File: config.mk
export PLATFORM = sky130hd
export DESIGN_NAME = bus_frame_packer
export DESIGN_NICKNAME = d
export VERILOG_FILES = /design/src/rtl/bus_frame_pkg.sv /design/src/rtl/bus_word_fifo.sv /design/src/rtl/bus_frame_packer.sv
export SDC_FILE = /design/constraint.sdc
export NUM_CORES = 1
export LEC_CHECK = 0
export CORE_MARGIN = 1
export CORE_UTILIZATION = 25
export DETAILED_ROUTE_END_ITERATION = 8
export MAX_ROUTING_LAYER = met4
export SLEW_MARGIN = 20
export SYNTH_ARGS = -nofsm -noshare
export SYNTH_HDL_FRONTEND = slang
export SYNTH_HIERARCHICAL = 1
export SYNTH_SLANG_ARGS = --single-unit
export TNS_END_PERCENT = 30
File: constraint.sdc
create_clock -name clk_50mhz -period 7.77 [get_ports clk_50mhz]
set_clock_uncertainty 0.2 [all_clocks]
set_input_delay 1.9425 -clock clk_50mhz [delete_from_list [all_inputs] [get_ports clk_50mhz]]
set_output_delay 1.9425 -clock clk_50mhz [all_outputs]
set_load 0.01 [all_outputs]
File: src/rtl/bus_frame_pkg.sv
// bus_frame_pkg: shared constants and FSM state type for bus_frame_packer.
// BUS_FRAME_CRC_EN adds the TRAILER state carrying the payload XOR.
package bus_frame_pkg;

    localparam int unsigned WORD_W      = 64;
    localparam int unsigned DROP_W      = 16;
    localparam logic [15:0] FRAME_MAGIC = 16'hA5C3;

    typedef enum logic [1:0] {
        IDLE,
        HEADER,
        PAYLOAD
`ifdef BUS_FRAME_CRC_EN
        ,
        TRAILER
`endif
    } frame_state_t;

    // Header layout: magic | sequence | drop snapshot | payload length.
    function automatic logic [WORD_W-1:0] make_header(
        input logic [15:0]       seq,
        input logic [DROP_W-1:0] drops,
        input logic [15:0]       len
    );
        return {FRAME_MAGIC, seq, drops, len};
    endfunction

endpackage

File: src/rtl/bus_word_fifo.sv
// bus_word_fifo: synchronous FIFO, power-of-two depth, head word readable
// combinationally. Push when full and pop when empty are ignored.
module bus_word_fifo #(
    parameter int unsigned DEPTH = 8,
    parameter int unsigned WIDTH = 64
) (
    input  logic                     clk_i,
    input  logic                     rst_ni,
    input  logic                     push_i,
    input  logic [WIDTH-1:0]         data_i,
    input  logic                     pop_i,
    output logic [WIDTH-1:0]         data_o,
    output logic                     full_o,
    output logic                     empty_o,
    output logic [$clog2(DEPTH):0]   count_o
);

    localparam int unsigned AW       = $clog2(DEPTH);
    localparam logic [AW:0] FULL_CNT = DEPTH[AW:0];

    logic [WIDTH-1:0] mem_q [DEPTH];
    logic [AW-1:0]    wr_ptr_q, wr_ptr_d;
    logic [AW-1:0]    rd_ptr_q, rd_ptr_d;
    logic [AW:0]      count_q, count_d;
    logic             do_push, do_pop;

    assign full_o  = (count_q == FULL_CNT);
    assign empty_o = (count_q == '0);
    assign do_push = push_i && !full_o;
    assign do_pop  = pop_i && !empty_o;
    assign data_o  = mem_q[rd_ptr_q];
    assign count_o = count_q;

    // Next pointer and occupancy values.
    always_comb begin
        wr_ptr_d = wr_ptr_q;
        rd_ptr_d = rd_ptr_q;
        count_d  = count_q;
        if (do_push) begin
            wr_ptr_d = wr_ptr_q + AW'(1);
        end
        if (do_pop) begin
            rd_ptr_d = rd_ptr_q + AW'(1);
        end
        case ({do_push, do_pop})
            2'b10:   count_d = count_q + (AW+1)'(1);
            2'b01:   count_d = count_q - (AW+1)'(1);
            default: count_d = count_q;
        endcase
    end

    // Storage array; contents need no reset because occupancy gates reads.
    always_ff @(posedge clk_i) begin
        if (do_push) begin
            mem_q[wr_ptr_q] <= data_i;
        end
    end

    // Pointer and occupancy registers.
    always_ff @(posedge clk_i or negedge rst_ni) begin
        if (!rst_ni) begin
            wr_ptr_q <= '0;
            rd_ptr_q <= '0;
            count_q  <= '0;
        end else begin
            wr_ptr_q <= wr_ptr_d;
            rd_ptr_q <= rd_ptr_d;
            count_q  <= count_d;
        end
    end

endmodule

File: src/rtl/bus_frame_packer.sv
// bus_frame_packer: buffers 64-bit sample words and emits framed output
// (header + FRAME_WORDS payload words) on a valid/ready stream. Words that
// arrive while the FIFO is full are dropped and counted (saturating).
// Optional feature macro: BUS_FRAME_CRC_EN appends an XOR trailer word.
import bus_frame_pkg::*;

module bus_frame_packer #(
    parameter int unsigned DEPTH       = 8,
    parameter int unsigned FRAME_WORDS = 4
) (
    input  logic              clk_50mhz,
    input  logic              rst_n,
    input  logic [WORD_W-1:0] in_word,
    input  logic              in_valid,
    output logic [WORD_W-1:0] out_data,
    output logic              out_valid,
    input  logic              out_ready,
    output logic              out_sof,
    output logic              out_eof,
    output logic [DROP_W-1:0] drop_cnt
);

    localparam int unsigned CW        = $clog2(DEPTH) + 1;
    localparam logic [CW-1:0] START_CNT = CW'(FRAME_WORDS);
    localparam logic [CW-1:0] LAST_BEAT = CW'(FRAME_WORDS - 1);
    localparam logic [15:0]   LEN_FIELD = 16'(FRAME_WORDS);

    logic              fifo_push, fifo_pop, fifo_full, fifo_empty;
    logic [CW-1:0]     fifo_count;
    logic [WORD_W-1:0] fifo_head;

    frame_state_t      state_q, state_d;
    logic [15:0]       seq_q, seq_d;
    logic [DROP_W-1:0] drop_cnt_q, drop_cnt_d;
    logic [DROP_W-1:0] snap_q, snap_d;
    logic [CW-1:0]     beat_q, beat_d;
`ifdef BUS_FRAME_CRC_EN
    logic [WORD_W-1:0] xor_q, xor_d;
`endif

    // Fullness is the pre-edge value, so a same-cycle pop never rescues a word.
    assign fifo_push = in_valid && !fifo_full;
    assign drop_cnt  = drop_cnt_q;

    bus_word_fifo #(
        .DEPTH (DEPTH),
        .WIDTH (WORD_W)
    ) u_fifo (
        .clk_i   (clk_50mhz),
        .rst_ni  (rst_n),
        .push_i  (fifo_push),
        .data_i  (in_word),
        .pop_i   (fifo_pop),
        .data_o  (fifo_head),
        .full_o  (fifo_full),
        .empty_o (fifo_empty),
        .count_o (fifo_count)
    );

    // Saturating drop counter.
    always_comb begin
        drop_cnt_d = drop_cnt_q;
        if (in_valid && fifo_full && (drop_cnt_q != '1)) begin
            drop_cnt_d = drop_cnt_q + DROP_W'(1);
        end
    end

    // Framing FSM: next state, bookkeeping and outputs. Outputs decode the
    // registered state, so they hold while stalled and clear with async reset.
    always_comb begin
        state_d   = state_q;
        seq_d     = seq_q;
        snap_d    = snap_q;
        beat_d    = beat_q;
`ifdef BUS_FRAME_CRC_EN
        xor_d     = xor_q;
`endif
        fifo_pop  = 1'b0;
        out_valid = 1'b0;
        out_sof   = 1'b0;
        out_eof   = 1'b0;
        out_data  = '0;
        case (state_q)
            IDLE: begin
                if (fifo_count >= START_CNT) begin
                    state_d = HEADER;
                    snap_d  = drop_cnt_q;
                    beat_d  = '0;
`ifdef BUS_FRAME_CRC_EN
                    xor_d   = '0;
`endif
                end
            end
            HEADER: begin
                out_valid = 1'b1;
                out_sof   = 1'b1;
                out_data  = make_header(seq_q, snap_q, LEN_FIELD);
                if (out_ready) begin
                    state_d = PAYLOAD;
                end
            end
            PAYLOAD: begin
                out_valid = 1'b1;
                out_data  = fifo_head;
`ifndef BUS_FRAME_CRC_EN
                out_eof   = (beat_q == LAST_BEAT);
`endif
                if (out_ready) begin
                    fifo_pop = !fifo_empty;
                    beat_d   = beat_q + CW'(1);
`ifdef BUS_FRAME_CRC_EN
                    xor_d    = xor_q ^ fifo_head;
`endif
                    if (beat_q == LAST_BEAT) begin
                        seq_d = seq_q + 16'd1;
`ifdef BUS_FRAME_CRC_EN
                        state_d = TRAILER;
`else
                        state_d = IDLE;
`endif
                    end
                end
            end
`ifdef BUS_FRAME_CRC_EN
            TRAILER: begin
                out_valid = 1'b1;
                out_eof   = 1'b1;
                out_data  = xor_q;
                if (out_ready) begin
                    state_d = IDLE;
                end
            end
`endif
            default: begin
                state_d = IDLE;
            end
        endcase
    end

    // State and counter registers.
    always_ff @(posedge clk_50mhz or negedge rst_n) begin
        if (!rst_n) begin
            state_q    <= IDLE;
            seq_q      <= '0;
            drop_cnt_q <= '0;
            snap_q     <= '0;
            beat_q     <= '0;
`ifdef BUS_FRAME_CRC_EN
            xor_q      <= '0;
`endif
        end else begin
            state_q    <= state_d;
            seq_q      <= seq_d;
            drop_cnt_q <= drop_cnt_d;
            snap_q     <= snap_d;
            beat_q     <= beat_d;
`ifdef BUS_FRAME_CRC_EN
            xor_q      <= xor_d;
`endif
        end
    end

endmodule

# Word level (Yosys, flattened, before mapping)
# Memory sizes are Yosys's and may differ from the RTL's.
# Cells that the tools add are included.
[word_totals] output_inout_bits=83 ramBits=512 input_bits=68 wordCells=61 reg_bits=64 mem_count=1
[classes] n_eq_ne=11 add_sub_neg=7 n_reduce_logical=16 mux=17 n_lt_le_gt_ge=1
[mem_list] memory="u_fifo.mem_q" words=8 width=64 rd=1 rd_clocked_by_memory_dff=0 wr=1 line_no="bus_word_fifo.sv:21" text="logic [WIDTH-1:0] mem_q [DEPTH];"
[ops] cell="64-bit case mux with 2 select lines" count=1
[ops] cell="16-bit by 1-bit adder with 16-bit output, second input constant" count=2
[ops] cell="16-bit != test, second input constant" count=1
[ops] cell="4-bit case mux with 2 select lines" count=2
[ops] cell="4-bit by 1-bit adder with 4-bit output, second input constant" count=2
[ops] cell="2-bit two-way mux" count=4
[ops] cell="4-bit two-way mux" count=2
[ops] cell="2-bit != test, second input constant" count=4
[ops] cell="1-bit two-way mux" count=7
[ops] cell="3-bit by 1-bit adder with 3-bit output, second input constant" count=2
[ops] cell="2-bit case mux with 3 select lines" count=1
[ops] cell="3-bit AND reduction" count=2
[ops] cell="1-bit logical AND" count=5
[ops] cell="2-bit by 1-bit == test with 1-bit output, second input constant" count=2
[ops] cell="2-bit == test, second input constant" count=2
[ops] cell="4-bit by 2-bit == test with 1-bit output, second input constant" count=1
[ops] cell="4-bit == test, second input constant" count=1
[ops] cell="4-bit by 3-bit greater-or-equal comparator with 1-bit output, second input constant" count=1
[ops] cell="4-bit logical NOT" count=1
[ops] cell="4-bit AND reduction" count=1
[ops] cell="2-bit nonzero test" count=2
[ops] cell="4-bit by 1-bit subtractor with 4-bit output, second input constant" count=1
[ops] cell="1-bit logical NOT" count=2
[ops] cell="2-bit logical NOT" count=1
[ops] cell="other kinds (2)" count=2

# Logic depth before layout (Yosys ltp)
[depth] depth_word=7 ltp_mapped=11 mapped_depth_nobuf=11

# Cells and area by module
# Netlist, hierarchy kept.
[by_module_without_submodules] module="bus_word_fifo" area_per_inst_um2=19846.5 seq_area_each_um2=15625.0 instances=1 cells_each=806
[by_module_without_submodules] module="bus_frame_packer" area_per_inst_um2=3090.5 seq_area_each_um2=1351.3 instances=1 cells_each=295

# Worst setup path after synthesis
# No wires, ideal clock.
[synth_path] path_kind="input port to flip-flop" from="input in_valid" to="memory u_fifo.mem_q[1][0] (enable)" path_slack_ps=323 n_path_buf=0 arrival_ps=6683 required_time_ps=7005 setup_ps=565 path_stages=3 cell_sequence="nor2b_1 nand3_1 nor3_1"
[synth_between] elab_chain_len=4
[synth_lines] item="start, declared" line_no="bus_frame_packer.sv:14" text="input logic in_valid,"
[synth_lines] item="1-bit logical AND" line_no="bus_frame_packer.sv:42" text="assign fifo_push = in_valid && !fifo_full;"
[synth_lines] item="1-bit logical AND" line_no="bus_word_fifo.sv:29" text="assign do_push = push_i && !full_o;"
[synth_lines] item="1-bit two-way mux" line_no="bus_word_fifo.sv:54" text="if (do_push) begin"
[synth_lines] item="1-bit two-way mux (not written as such)" line_no="bus_word_fifo.sv:55" text="mem_q[wr_ptr_q] <= data_i;"
[synth_lines] item="end, declared" line_no="bus_word_fifo.sv:21"
# Every way passes these cells.

# Worst setup path in the final report
[layout_path] from="register u_fifo.rd_ptr_q[0]" to="output out_data[31]"
[layout_between] elab_chain_len=2
[layout_lines] item="start, declared" line_no="bus_word_fifo.sv:23" text="logic [AW-1:0] rd_ptr_q, rd_ptr_d;"
[layout_lines] item="start signal, assigned" line_no="bus_word_fifo.sv:67" text="rd_ptr_q <= rd_ptr_d;"
[layout_lines] item="memory 8 x 64 bit"
[layout_lines] item="named net fifo_head[31]" line_no="bus_frame_packer.sv:30" text="logic [WORD_W-1:0] fifo_head;"
[layout_lines] item="64-bit case mux with 2 select lines" line_no="bus_frame_packer.sv:83" text="case (state_q)"
[layout_lines] item="end, declared" line_no="bus_frame_packer.sv:15" text="output logic [WORD_W-1:0] out_data,"
# The timed path passes the listed nets, and every way through them passes these cells.

==> results.rst <==
.. list-table::
   :header-rows: 1

   * - Metric
     - Value
   * - Post-Synthesis Cell Area
     - 0.0229 sq mm
   * - Number of levels in the clock H-tree
     - 2
   * - Max transition margin
     - 28.5%
   * - Launch instance of the worst min-delay path
     - seq_q[12]$_DFFE_PN0P_
   * - Clock share of power
     - 29.3%
   * - Number of flops mapped to enable cells by yosys
     - 512
   * - Final setup TNS
     - 0 ns
   * - Total wirelength of the detailed-routed design
     - 53.7 mm
   * - Cts bufs inserted
     - 59
   * - I/O pins
     - 151
   * - Endpoints failing hold
     - 0
   * - Adder-Cell Fraction of Synth Area
     - 0.851%
   * - Area growth from synthesis to layout
     - 21.8%
   * - Sort of element at the end of the critical path
     - output pin
   * - Final HPWL from detailed placement
     - 32.1 mm
   * - Post-synthesis compound-gate area fraction
     - 2.05%
   * - Largest net degree at the start of global routing
     - 65
   * - Data required, critical path
     - 5.63 ns
   * - Maximum frequency from static timing analysis
     - 170 MHz
   * - Fraction of the mapped netlist area in simple logic gates
     - 3.41%
   * - Largest buffer count on any clock path
     - 3
   * - Portion of the post-synthesis area used by sequential elements
     - 74.0%
   * - Synth area leaders
     - sky130_fd_sc_hd__edfxtp_1, sky130_fd_sc_hd__mux4_2, sky130_fd_sc_hd__dfrtp_1
   * - Gate count of the mapped netlist
     - 1,101
   * - Post-cts sizing count
     - 0
   * - DR DRC count
     - 0
   * - Number of port buffers
     - 150
   * - Core footprint
     - 0.0904 sq mm
   * - Starting utilization of the core area
     - 25.4%
   * - Hold/Removal Path Class
     - flop to flop
   * - Number of global-route vias before repair
     - 11.9k
   * - Fraction of synthesized cell area in xor and xnor cells
     - 1.37%
   * - Worst reg-to-reg setup slack
     - 3.89 ns
   * - Setup violation total in the final timing report
     - 0
   * - Unrepaired setup endpoints after global routing
     - no
   * - Warnings from Yosys
     - 6
   * - Total number of placement rows
     - 110
   * - First-pass GRT wire length
     - 79.7 mm
   * - Post-CTS Setup Inserts
     - 0
   * - Instance count along the most critical hold path
     - 1
   * - WP data arrival
     - 3.74 ns
   * - Crit Reg-Reg Startpoint
     - state_q[0]$_DFFE_PN0P_
   * - Antenna Violating Nets Remaining
     - 0
   * - Worst-Skew Late Latency
     - 0.61 ns
   * - Combined area of the multi-input logic cells
     - 0.00569 sq mm
   * - Register cell area after layout
     - 0.0170 sq mm
   * - CP Launch Type
     - flop
   * - Via count normalized by instance count
     - 4.43
   * - Commonest cells in the synthesized netlist
     - sky130_fd_sc_hd__edfxtp_1, sky130_fd_sc_hd__mux4_2, sky130_fd_sc_hd__mux2_2
   * - Share of layout cells above drive strength 1
     - 26.1%
   * - Outcome
     - finished, final reports clean
   * - Switching Share
     - 29.1%
   * - Most frequently used flop master after synthesis
     - sky130_fd_sc_hd__edfxtp_1
   * - Wirelength per Cell
     - 21.3 um
   * - Number of placed instances, taps included
     - 2,398
   * - Final cell count without fillers
     - 2,520
   * - Hold-fix buffers at CTS
     - 0
   * - Synth unique cells
     - 50
   * - TritonCTS sink count
     - 576
   * - Combinational family with the most area after synthesis
     - multiplexers
   * - Total die area
     - 0.0930 sq mm
   * - Final-layout fill cell count
     - 8,642
   * - Antenna violations before repair
     - 11
   * - Overall fraction of global-route tracks in use
     - 11.8%
   * - Total grt overflow
     - 0
   * - R2R depth
     - 12
   * - Crit-path max FO
     - 41
   * - Worst Path Class, Setup
     - flop to output pin
   * - Hold worst-path end
     - seq_q[12]$_DFFE_PN0P_
   * - Count of final max-slew check failures
     - 0
   * - GPL Wtd Cong
     - 0.724
   * - Starting DRC count in detailed routing
     - 598
   * - Clock tree from TritonCTS
     - yes
   * - Floorplan die width
     - 305 um
   * - Final layout net count
     - 1,366
   * - Die height
     - 305 um
   * - Cell Int Power
     - 0.00685 W
   * - Final period utilization
     - 75.7%
   * - Worst r2r dst
     - u_fifo/count_o[3]$_DFFE_PN0P_
   * - Total vias in the final route
     - 11.2k
   * - Seq pwr share
     - 42.8%
   * - Mean instance size in the synthesized netlist
     - 20.8 sq um
   * - Area share of the leading cell type in the synthesized netlist
     - 67.0%
   * - Switching power of the nets
     - 0.00281 W
   * - Number of violations of the max-capacitance limit
     - 0
   * - Transition at the pin with the smallest max-transition slack
     - 1.07 ns
   * - Post-synth net total
     - 1,184
   * - Largest vdd supply drop
     - 0.229 mV
   * - Area leader, netlist
     - sky130_fd_sc_hd__edfxtp_1
   * - Most instantiated library cell after synthesis
     - sky130_fd_sc_hd__edfxtp_1
   * - Clock-pin slew reported for the worst setup and hold paths after clock tree synthesis
     - 0.06 ns
   * - Proportion of synthesized area in mux cells
     - 16.8%
   * - Minimum clock period after layout
     - 5.88 ns
   * - Portion of total power attributed to combinational logic
     - 27.9%
   * - Share of synthesized registers carrying an async set or reset
     - 11.1%
   * - Router iterations before antenna repair
     - 4
   * - Static leakage
     - 9.20 nW
   * - Post-synthesis sequential element count
     - 576
   * - Cell at the root of the clock tree
     - sky130_fd_sc_hd__clkbuf_16
   * - P per Cell Area
     - 346 mW/mm^2
==> layer usage <==
| layer | GRT usage (%) | vias up | part of all wire (%) | routed length [um] |
|---|---|---|---|---|
| li1 | - | 4917 | - | - |
| met3 | 2.80 | 62 | 4.4 | 2380 |
| met5 | - | - | 0 | 0 |
| met1 | 14.9 | 5968 | 45 | 24000 |
| met4 | 2.71 | 0 | 1.6 | 880 |
| met2 | 19.3 | 207 | 49 | 26400 |
==> final cells by class <==
| class | count | area share, % |
|---|---|---|
| sequential | 576 | 60.8 |
| multi-input combinational | 462 | 20.4 |
| timing repair buffer | 175 | 6.26 |
| clock buffer | 75 | 5.72 |
| tap | 1176 | 5.27 |
| clock inverter | 35 | 1.35 |
| inverter | 9 | 0.121 |
| antenna | 12 | 0.107 |
==> worst max-delay path, cell delays in order, from the launching register on <==
cell and delay, ns:
sky130_fd_sc_hd__dfrtp_4 0.95, sky130_fd_sc_hd__buf_4 0.53, sky130_fd_sc_hd__mux4_2 0.55, sky130_fd_sc_hd__mux2_2 0.30, sky130_fd_sc_hd__a22o_1 0.25, sky130_fd_sc_hd__clkdlybuf4s50_1 0.50
==> state kept, by name, summed over array words and instances (netlist names) <==
signal and flops:
u_fifo/mem_q 512, drop_cnt 16, seq_q 16, snap_q 16
beat_q 4, u_fifo/count_o 4, u_fifo/rd_ptr_q 3, u_fifo/wr_ptr_q 3
state_q 2
==> through the flow <==
stage | cell area (sq um) | util (%) | hold WS [ns] | power (W) | setup WS [ns]
final | 27900 | 30.9 | 0.295 | 0.00966 | 1.89
after global routing | 27900 | 30.9 | 0.328 | 0.0101 | 1.56
after CTS | 27900 | 30.9 | 0.297 | 0.00985 | 1.67
after detailed placement | 25900 | 28.7 | 0.285 | 0.00698 | 2.36
after global placement | 25900 | 28.6 | 0.278 | 0.00692 | 2.31
after floorplan | 22900 | - | 0.246 | 0.00595 | 0.323
==> layout by cell type (no fill, tap or decap), types with 6 or more instances in the layout <==
master and count:
sky130_fd_sc_hd__nor3_1 8, sky130_fd_sc_hd__nand3_1 15, sky130_fd_sc_hd__a21o_1 9, sky130_fd_sc_hd__clkbuf_16 60, sky130_fd_sc_hd__clkbuf_1 11, sky130_fd_sc_hd__inv_1 9, sky130_fd_sc_hd__nand4_1 9, sky130_fd_sc_hd__and3_1 25
sky130_fd_sc_hd__a22o_1 34, sky130_fd_sc_hd__nor2_1 11, sky130_fd_sc_hd__clkdlybuf4s50_1 149, sky130_fd_sc_hd__ha_1 13, sky130_fd_sc_hd__clkinv_1 8, sky130_fd_sc_hd__xnor2_1 20, sky130_fd_sc_hd__mux2_2 82, sky130_fd_sc_hd__dfrtp_1 61
sky130_fd_sc_hd__buf_4 19, sky130_fd_sc_hd__nand2b_1 6, sky130_fd_sc_hd__clkinv_2 12, sky130_fd_sc_hd__nand2_1 28, sky130_fd_sc_hd__bufinv_16 6, sky130_fd_sc_hd__xor2_1 16, sky130_fd_sc_hd__mux4_2 128, sky130_fd_sc_hd__edfxtp_1 512
sky130_fd_sc_hd__diode_2 12, sky130_fd_sc_hd__nor2_4 6
==> power by group through the flow <==
stage | logic [W] | clock network, W | registers (W)
after detailed placement | 0.00276 | 0 | 0.00422
after global placement | 0.00269 | 0 | 0.00423
after CTS | 0.00277 | 0.00292 | 0.00416
after floorplan | 0.00190 | 0 | 0.00405
final | 0.00270 | 0.00283 | 0.00414
after global routing | 0.00290 | 0.00303 | 0.00420
==> cells by family after synthesis <==
| group | count (synthesis) |
|---|---|
| compound gates | 59 |
| xor+xnor | 36 |
| fa+ha+maj | 15 |
| buf+inv | 63 |
| flops | 576 |
| mux | 215 |
| simple gates | 137 |
==> worst max-delay path by stage <==
| stage | startpoint | to | slack [ns] | cells past startpoint |
|---|---|---|---|---|
| 6_report | u_fifo/rd_ptr_q[0]$_DFFE_PN0P_ | out_data[31] | 1.89 | 5 |
| 5_1_grt | u_fifo/rd_ptr_q[0]$_DFFE_PN0P_ | out_data[31] | 1.56 | 5 |
| 4_1_cts | u_fifo/rd_ptr_q[0]$_DFFE_PN0P_ | out_data[42] | 1.67 | 5 |
| 3_5_place_dp | u_fifo/rd_ptr_q[0]$_DFFE_PN0P_ | out_data[42] | 2.36 | 5 |
| 3_3_place_gp | in_valid | u_fifo/mem_q[1][40]$_DFFE_PP_ | 2.31 | 5 |
| 2_1_floorplan | in_valid | u_fifo/mem_q[1][0]$_DFFE_PP_ | 0.32 | 3 |
Power figures use the tool's default switching activity.
